<file path="config.mk">
export PLATFORM = sky130hd
export DESIGN_NAME = seq_divider_flat
export DESIGN_NICKNAME = d
export VERILOG_FILES = /design/src/rtl/arith_pkg.sv /design/src/rtl/seq_divider_if.sv /design/src/rtl/div_step.sv /design/src/rtl/seq_divider.sv /design/src/flat_wrapper.sv
export SDC_FILE = /design/constraint.sdc
export NUM_CORES = 1
export LEC_CHECK = 0
export CELL_PAD_IN_SITES_DETAIL_PLACEMENT = 0
export CELL_PAD_IN_SITES_GLOBAL_PLACEMENT = 1
export CORE_UTILIZATION = 30
export DETAILED_ROUTE_END_ITERATION = 6
export PLACE_DENSITY_LB_ADDON = 0.1
export SYNTH_ARGS = -nofsm -noshare
export SYNTH_HDL_FRONTEND = slang
export SYNTH_SLANG_ARGS = --single-unit
</file>
<file path="constraint.sdc">
create_clock -name clk -period 2.9 [get_ports clk]
set_input_delay 0.58 -clock clk [delete_from_list [all_inputs] [get_ports clk]]
set_output_delay 0.58 -clock clk [all_outputs]
set_load 0.02 [all_outputs]
</file>
<file path="src/rtl/arith_pkg.sv">
// Shared arithmetic definitions: default operand widths, the divider state
// encoding and a helper for sizing counters.
package arith_pkg;

    localparam int DW_DEF = 8;   // dividend / quotient width
    localparam int VW_DEF = 4;   // divisor / remainder width

    typedef enum logic [1:0] {
        IDLE = 2'd0,
        RUN  = 2'd1,
        DONE = 2'd2
    } div_state_e;

    // Width of a down-counter that must hold values 0..w-1 (never below 1 bit).
    function automatic int cnt_w(input int w);
        return (w > 1) ? $clog2(w) : 1;
    endfunction

endpackage

</file>
<file path="src/rtl/seq_divider_if.sv">
// Request/result bundle for the sequential divider. The master issues
// start with operands; the slave (the divider) returns results and status.
interface seq_divider_if import arith_pkg::*; #(
    parameter int DW = DW_DEF,
    parameter int VW = VW_DEF
) ();
    logic          start;
    logic [DW-1:0] dividend;
    logic [VW-1:0] divisor;
    logic [DW-1:0] quotient;
    logic [VW-1:0] remainder;
    logic          busy;
    logic          done;
    logic          div_by_zero;

    modport master (
        output start, dividend, divisor,
        input  quotient, remainder, busy, done, div_by_zero
    );

    modport slave (
        input  start, dividend, divisor,
        output quotient, remainder, busy, done, div_by_zero
    );
endinterface

</file>
<file path="src/rtl/div_step.sv">
// One restoring-division step: shift the next dividend bit into the partial
// remainder, trial-subtract the divisor and keep or restore.
module div_step import arith_pkg::*; #(
    parameter int VW = VW_DEF
) (
    input  logic [VW-1:0] rem,
    input  logic          nbit,
    input  logic [VW-1:0] divisor,
    output logic [VW-1:0] new_rem,
    output logic          q_bit
);
    logic [VW:0]   trial;
    logic [VW-1:0] diff;

    assign trial = {rem, nbit};
    assign q_bit = (trial >= {1'b0, divisor});
    // rem < divisor on entry, so a successful difference always fits VW bits
    // and the low VW bits of the subtraction are exact.
    assign diff    = trial[VW-1:0] - divisor;
    assign new_rem = q_bit ? diff : trial[VW-1:0];
endmodule

</file>
<file path="src/rtl/seq_divider.sv">
// Sequential restoring divider: one quotient bit per cycle, MSB first.
// Zero divisor short-circuits to DONE with all-ones quotient and a flag.
module seq_divider import arith_pkg::*; #(
    parameter int DW = DW_DEF,
    parameter int VW = VW_DEF
) (
    input  logic          clk,
    input  logic          rst_n,
    seq_divider_if.slave  bus
);
    localparam int CW = cnt_w(DW);

    div_state_e    state;
    logic [DW-1:0] dvd;      // shifts left; quotient bits enter at the LSB
    logic [VW-1:0] dsr;
    logic [VW-1:0] rem;
    logic [CW-1:0] cnt;
    logic [DW-1:0] q_r;
    logic [VW-1:0] r_r;
    logic          busy_r;
    logic          done_r;
    logic          dbz_r;

    logic [VW-1:0] step_rem;
    logic          step_q;

    div_step #(.VW(VW)) u_step (
        .rem     (rem),
        .nbit    (dvd[DW-1]),
        .divisor (dsr),
        .new_rem (step_rem),
        .q_bit   (step_q)
    );

    assign bus.quotient    = q_r;
    assign bus.remainder   = r_r;
    assign bus.busy        = busy_r;
    assign bus.done        = done_r;
    assign bus.div_by_zero = dbz_r;

    // Control FSM and datapath; results only change on entry to DONE.
    always_ff @(posedge clk or negedge rst_n) begin
        if (!rst_n) begin
            state  <= IDLE;
            dvd    <= '0;
            dsr    <= '0;
            rem    <= '0;
            cnt    <= '0;
            q_r    <= '0;
            r_r    <= '0;
            busy_r <= 1'b0;
            done_r <= 1'b0;
            dbz_r  <= 1'b0;
        end else begin
            done_r <= 1'b0;
            case (state)
                IDLE: begin
                    if (bus.start) begin
                        dvd    <= bus.dividend;
                        dsr    <= bus.divisor;
                        rem    <= '0;
                        cnt    <= CW'(DW - 1);
                        busy_r <= 1'b1;
                        dbz_r  <= 1'b0;
                        if (bus.divisor == '0) begin
                            state  <= DONE;
                            done_r <= 1'b1;
                            dbz_r  <= 1'b1;
                            q_r    <= '1;
                            r_r    <= bus.dividend[VW-1:0];
                        end else begin
                            state <= RUN;
                        end
                    end
                end
                RUN: begin
                    rem <= step_rem;
                    dvd <= {dvd[DW-2:0], step_q};
                    cnt <= cnt - 1'b1;
                    if (cnt == '0) begin
                        state  <= DONE;
                        done_r <= 1'b1;
                        q_r    <= {dvd[DW-2:0], step_q};
                        r_r    <= step_rem;
                    end
                end
                DONE: begin
                    state  <= IDLE;
                    busy_r <= 1'b0;
                end
                default: state <= IDLE;
            endcase
        end
    end
endmodule

</file>
<file path="src/flat_wrapper.sv">
// flat-port wrapper written by rule: the top's interface ports become plain ports
module seq_divider_flat import arith_pkg::*;
#(
    parameter int DW = DW_DEF,
    parameter int VW = VW_DEF
)
  (clk, rst_n, bus_start, bus_dividend, bus_divisor, bus_quotient, bus_remainder, bus_busy, bus_done, bus_div_by_zero);
  seq_divider_if #(.DW(DW), .VW(VW)) bus_i ();
  input  logic clk;
  input  logic rst_n;
  input wire logic [$bits(bus_i.start)-1:0] bus_start;
  input wire logic [$bits(bus_i.dividend)-1:0] bus_dividend;
  input wire logic [$bits(bus_i.divisor)-1:0] bus_divisor;
  output wire logic [$bits(bus_i.quotient)-1:0] bus_quotient;
  output wire logic [$bits(bus_i.remainder)-1:0] bus_remainder;
  output wire logic [$bits(bus_i.busy)-1:0] bus_busy;
  output wire logic [$bits(bus_i.done)-1:0] bus_done;
  output wire logic [$bits(bus_i.div_by_zero)-1:0] bus_div_by_zero;
  assign bus_i.start = bus_start;
  assign bus_i.dividend = bus_dividend;
  assign bus_i.divisor = bus_divisor;
  assign bus_quotient = bus_i.quotient;
  assign bus_remainder = bus_i.remainder;
  assign bus_busy = bus_i.busy;
  assign bus_done = bus_i.done;
  assign bus_div_by_zero = bus_i.div_by_zero;
  seq_divider #(.DW(DW), .VW(VW)) u_core (.clk(clk), .rst_n(rst_n), .bus(bus_i));
endmodule
</file>
## Word-level counts from Yosys, hierarchy flattened

Index checks and enable logic that the tools add are counted.

| cells by class | value |
|---|---|
| add/sub/neg operators | 2 |
| magnitude comparators | 1 |
| equality and inequality tests | 5 |
| mux-type cells | 25 |
| reductions and logical operators | 10 |

Operators by type and width:

| kind | count |
|---|---|
| 8-bit 2-to-1 mux | 4 |
| 8-bit one-hot mux with 2 select lines | 2 |
| 4-bit 2-to-1 mux | 5 |
| 4-bit one-hot mux with 2 select lines | 2 |
| 2-bit AND reduction | 4 |
| 2-bit 2-to-1 mux | 3 |
| 3-bit one-hot mux with 2 select lines | 1 |
| 5-bit by 4-bit greater-or-equal comparator with 1-bit output | 1 |
| 4-bit zero test | 1 |
| 1-bit 2-to-1 mux | 4 |
| 2-bit by 1-bit inequality test with 1-bit output (second input constant) | 2 |
| 1-bit one-hot mux with 2 select lines | 2 |
| 2-bit one-hot mux with 2 select lines | 1 |
| 4-bit AND reduction | 1 |
| 2-bit nonzero test | 2 |
| 4-bit subtractor | 1 |
| 3-bit zero test | 1 |
| 3-bit 2-to-1 mux | 1 |
| 3-bit by 1-bit subtractor with 3-bit output (second input constant) | 1 |
| 2-bit by 1-bit equality test with 1-bit output (second input constant) | 1 |
| 2-bit equality test (second input constant) | 1 |
| 2-bit zero test | 1 |
| 2-bit inequality test (second input constant) | 1 |

| word-level totals | value |
|---|---|
| register bits after elaboration | 36 |
| output and inout port bits | 15 |

## Depth between registers and ports, before layout

| logic depth | value |
|---|---|
| word-level depth | 4 |
| gate-level depth with buffers | 7 |
| gate-level depth less buffers | 7 |

## By module

A second synthesis with hierarchy kept.

| second synthesis, totals | value |
|---|---|
| cells, all modules | 161 |
| area total of the unflattened synthesis | 1,905.6 µm² |

Modules (own cells, without submodules):

| module | instances | cells an instance | area an instance (µm²) | sequential area each (µm²) |
|---|---|---|---|---|
| seq_divider | 1 | 133 | 1,681.6 | 900.9 |
| div_step | 1 | 28 | 224.0 | 0.0 |

## Worst setup path before layout

OpenSTA, ideal clock, no wires.

| timing path | value |
|---|---|
| kind | register -> register |
| from | reg u_core.dvd[7] |
| to | reg u_core.r_r[2] (netlist: u_core.bus.remainder[2]) |
| library setup time | 0.082 ns |
| arrival | 1.766 ns |
| data required time | 2.818 ns |
| slack | 1.052 ns |
| cell stages (with the launch flop) | 8 |
| path buffers | 0 |
| period minus slack after synthesis | 1.848 ns |
| cell sequence | dfrtp_1 -> inv_1 -> ha_1 -> nand2b_1 -> a21o_1 -> o31ai_4 -> mux2_2 -> a31oi_1 |

| between the ends | value |
|---|---|
| cells in the longest elaborated chain, start to end | 4 |
| elaborated cells between the ends (all ways) | 5 |
| classes of those cells | add/sub (1); order compare (1); mux (3) |

Ends and longest elaborated chain:

| item | RTL line | source |
|---|---|---|
| from (decl) | seq_divider.sv:14 | `logic [DW-1:0] dvd;` |
| from (signal assigned) | seq_divider.sv:59 | `dvd <= bus.dividend;` |
| from (signal assigned) | seq_divider.sv:78 | `dvd <= {dvd[DW-2:0], step_q};` |
| 4-bit subtractor or 5-bit by 4-bit greater-or-equal comparator with 1-bit output (tied branches) | div_step.sv:19, div_step.sv:16 |  |
| 4-bit 2-to-1 mux (*) | div_step.sv:20 | `assign new_rem = q_bit ? diff : trial[VW-1:0];` |
| 4-bit 2-to-1 mux (*) | seq_divider.sv:80 | `if (cnt == '0) begin` |
| 4-bit one-hot mux with 2 select lines (*) | seq_divider.sv:56 | `case (state)` |
| to (signal assigned) | seq_divider.sv:70 | `r_r <= bus.dividend[VW-1:0];` |
| to (signal assigned) | seq_divider.sv:84 | `r_r <= step_rem;` |
| to (decl) | seq_divider.sv:19 | `logic [VW-1:0] r_r;` |

Mark *: on every way between the ends. The rest lies on a longest branch, timed or not. The select of a mux whose other input is x is not followed.
A chain may end at the register's enable or synchronous reset.

## Worst setup path in the final report

| timing path | value |
|---|---|
| from | in bus_divisor[1] |
| to | reg u_core.r_r[3] (netlist: u_core.bus.remainder[3]) |

| between the ends | value |
|---|---|
| cells in the longest elaborated chain, start to end | 3 |

Ends and longest elaborated chain:

| item | RTL line | source |
|---|---|---|
| from (decl) | flat_wrapper.sv:13 | `input wire logic [$bits(bus_i.divisor)-1:0] bus_divisor;` |
| 4-bit zero test | seq_divider.sv:65 | `if (bus.divisor == '0) begin` |
| 2-bit by 1-bit inequality test with 1-bit output (no line) | n/a |  |
| 4-bit AND reduction (no line) | n/a |  |

Every way passes these cells.

==> flow_metrics.tcl <==
set metrics [dict create \
    outcome "finished, final reports clean" \
    viasPerCell 4.80 \
    yosys_warnings 0 \
    gp_routability_congestion 0.692 \
    ctsLongestPathBuffers 2 \
    final_cell_area_sq_um 2160 \
    cts_buffers 5 \
    drv_cap 0 \
    finalWorstSetupSlack_ns 0.796 \
    period_share_pct 72.5 \
    grt_pass1_wl_mm 6.71 \
    die_h_um 77.5 \
    clk_pin_slew_ns 0.07 \
    routed-via-count 1362 \
    synth_xor_xnor_area_share_pct 0.512 \
    crit_type "in -> reg" \
    grt_max_degree 37 \
    p_leak_nw 0.944 \
    cp_top_family "simple AND/OR/NAND/NOR gates" \
    fmax_mhz 475 \
    finalSetupViolations 0 \
    overflow 0 \
    crit_buf_inv 1 \
    start_kind "primary input" \
    multi_input_area_sq_um 733 \
    ys_ff_latch 36 \
    postCtsSetupBuffers 0 \
    route.detailed.drc 0 \
    port_buffers 29 \
    finalNetCount 233 \
    skew_ns 0.00872 \
    htreeDepth 2 \
    clock_latency_ns 0.29 \
    cts_resized 0 \
    place_worst_setup_slack_ns 0.511 \
    cts-root-buf "clkbuf_8" \
    cp.required_ns 3.08 \
    final_cell_mix "nand2_1 (37), dfrtp_1 (36), clkdlybuf4s50_1 (29)" \
    dp_cells 276 \
    placed_area_sq_um 2070 \
    cts_tree "done" \
    synth_top_family_by_area "simple AND/OR/NAND/NOR gates" \
    tightest_slew_ns 0.602 \
    yosysSeqAreaShare_pct 52.7 \
    cp_max_fo 25 \
    clock-sinks 36 \
    min_path_type "reg -> reg" \
    arrival_ns 2.28 \
    ios 30 \
    antenna_found_initial 0 \
    final_cells 284 \
    synthesis.area_sq_um 1710 \
    drv_slew 0 \
    irDropWorstVdd_mv 0.546 \
    cp-end-kind "register" \
    fin_crit_ns 2.10 \
    cp_cell_sequence "clkdlybuf4s50_1, nor4_1, nand2_2, o21ai_4, nand2_1, o22a_1" \
    routed_wl_mm 3.83 \
    synth_compound_area_share_pct 15.9 \
    avgSynthCellArea_sq_um 9.56 \
    final.setup.tns_ns 0 \
    grt_pass1_vias 1418 \
    hpwl_mm 2.73 \
    final_common_cell "nand2_1" \
    syn_nets 201 \
    dieArea_sq_um 6010 \
    rsz0062_at_grt "false" \
    cts_hold_buf 0 \
    synth_cell_types 34 \
    grt_usage_pct 14.4 \
    finalHoldViolations 0 \
    slew_headroom_pct 59.7 \
    wire_per_inst_um 13.5 \
    fp.dieW_um 77.5 \
    regArea_sq_um 901 \
    crit_path_max_incr_delay_ns 0.53 \
    synthMuxAreaShare_pct 0.658 \
    drt_iter0_drc 50 \
    synthToLayoutAreaGrowth_pct 26.5 \
    synth_fa_ha_area_share_pct 5.56 \
    slowest_stage "nor4_1" \
    rows 27 \
    coreArea_sq_um 5510 \
    drive_above_1_share_pct 8.02 \
    antenna_cells 0 \
    synth_cells 179 \
    synth_simple_gate_area_share_pct 20.2 \
    post-route-util_pct 39.3 \
    initial_core_util_pct 31.1 \
    ant_nets 0 \
    power_density_nw_per_um2 1180 \
    nFillCells 581 \
    dr.pass1.iters 4 \
]
metal layers:
layer | vias up | track usage, % | share of wire, %
li1 | 670 | - | -
met1 | 666 | 18.0 | 46
met2 | 21 | 24.2 | 50
met3 | 5 | 3.29 | 2.6
met4 | 0 | 5.09 | 1.4
met5 | - | 0 | 0
registers in the layout, summed over array words and instances (netlist names):
| signal | flops |
|---|---|
| u_core.bus.done | 1 |
| u_core.cnt | 3 |
| u_core.dvd | 8 |
| u_core.bus.busy | 1 |
| u_core.dsr | 4 |
| u_core.bus.remainder | 4 |
| u_core.bus.quotient | 8 |
| u_core.bus.div_by_zero | 1 |
| u_core.rem | 4 |
| u_core.state | 2 |
path summary, 6_finish.rpt:
check	slack [ns]	depth (start not counted)	endpoint	startpoint
max	0.80	6	u_core.bus.remainder[3]$_DFFE_PN0P_	bus_divisor[1]
min	0.49	2	u_core.dsr[0]$_DFFE_PN0P_	u_core.dsr[0]$_DFFE_PN0P_
max reg2reg	0.85	7	u_core.bus.remainder[2]$_DFFE_PN0P_	u_core.dvd[7]$_DFFE_PN0P_
min reg2reg	0.49	2	u_core.dsr[0]$_DFFE_PN0P_	u_core.dsr[0]$_DFFE_PN0P_
max in group asynchronous	1.85	2	u_core.bus.busy$_DFFE_PN0P_	rst_n
min in group asynchronous	0.71	2	u_core.bus.done$_DFF_PN0_	rst_n
metrics by stage:
step	hold WS, ns	total power [mW]
finish	0.488	2.55
global route	0.523	2.79
CTS	0.496	2.59
detailed placement	0.476	2.21
global placement	0.472	2.17
floorplan	0.284	1.79
where the power goes:
group / switching [mW] / internal, mW / total (mW)
combinational: 0.754 / 0.563 / 1.32
clock: 0.182 / 0.190 / 0.371
sequential: 0.131 / 0.729 / 0.861
total: 1.07 / 1.48 / 2.55
cell families (layout without fill, tap and decap cells):
| kind of cell | Yosys count | after routing |
|---|---|---|
| adder cells (fa/ha/maj) | 7 | 7 |
| AND/OR/NAND/NOR | 77 | 77 |
| buffers and inverters | 16 | 49 |
| XOR/XNOR | 1 | 1 |
| flip-flops | 36 | 36 |
| AO/OA/AOI/OAI | 41 | 41 |
| multiplexers | 1 | 1 |
cell usage after synthesis:
master	count	area share, %
a41oi_1	2	1.0
clkbuf_1	1	0.22
or2_1	1	0.37
buf_4	1	0.44
nand2_2	1	0.37
fa_1	1	1.2
or3_1	2	0.73
a22o_1	1	0.51
o22a_1	1	0.51
buf_2	4	1.2
o31ai_4	1	1.2
nand2_1	37	8.1
o21ai_0	9	2.6
nand3_1	4	1.2
a21oi_1	12	3.5
ha_1	6	4.4
nand2b_1	3	1.1
mux2_2	1	0.66
xnor2_1	1	0.51
nor2_1	21	4.6
nor3b_4	1	1.1
o21ai_4	1	0.95
and3_1	2	0.73
dfrtp_1	36	53
a21o_1	3	1.3
a211oi_1	1	0.44
nor4_1	2	0.73
inv_1	9	2.0
a31oi_1	9	3.3
nor2_2	1	0.37
nand3b_1	1	0.44
buf_6	1	0.66
a2111oi_0	1	0.51
and2_1	1	0.37
tightest hold or removal path: cells and delay by family (launching register included):
kind / cells / cell delay (ns)
AND/OR/NAND/NOR: 2 / 0.10
flip-flops: 1 / 0.35
final cells by class:
cell class | count | area share (%)
flip-flops and latches | 36 | 41.6
clock inverters | 2 | 0.463
well taps | 72 | 4.16
repair buffers | 32 | 14.5
clock buffers | 6 | 3.82
multi-input cells | 127 | 33.9
inverters | 9 | 1.56
Note: power is estimated with default switching activity, not from simulation.
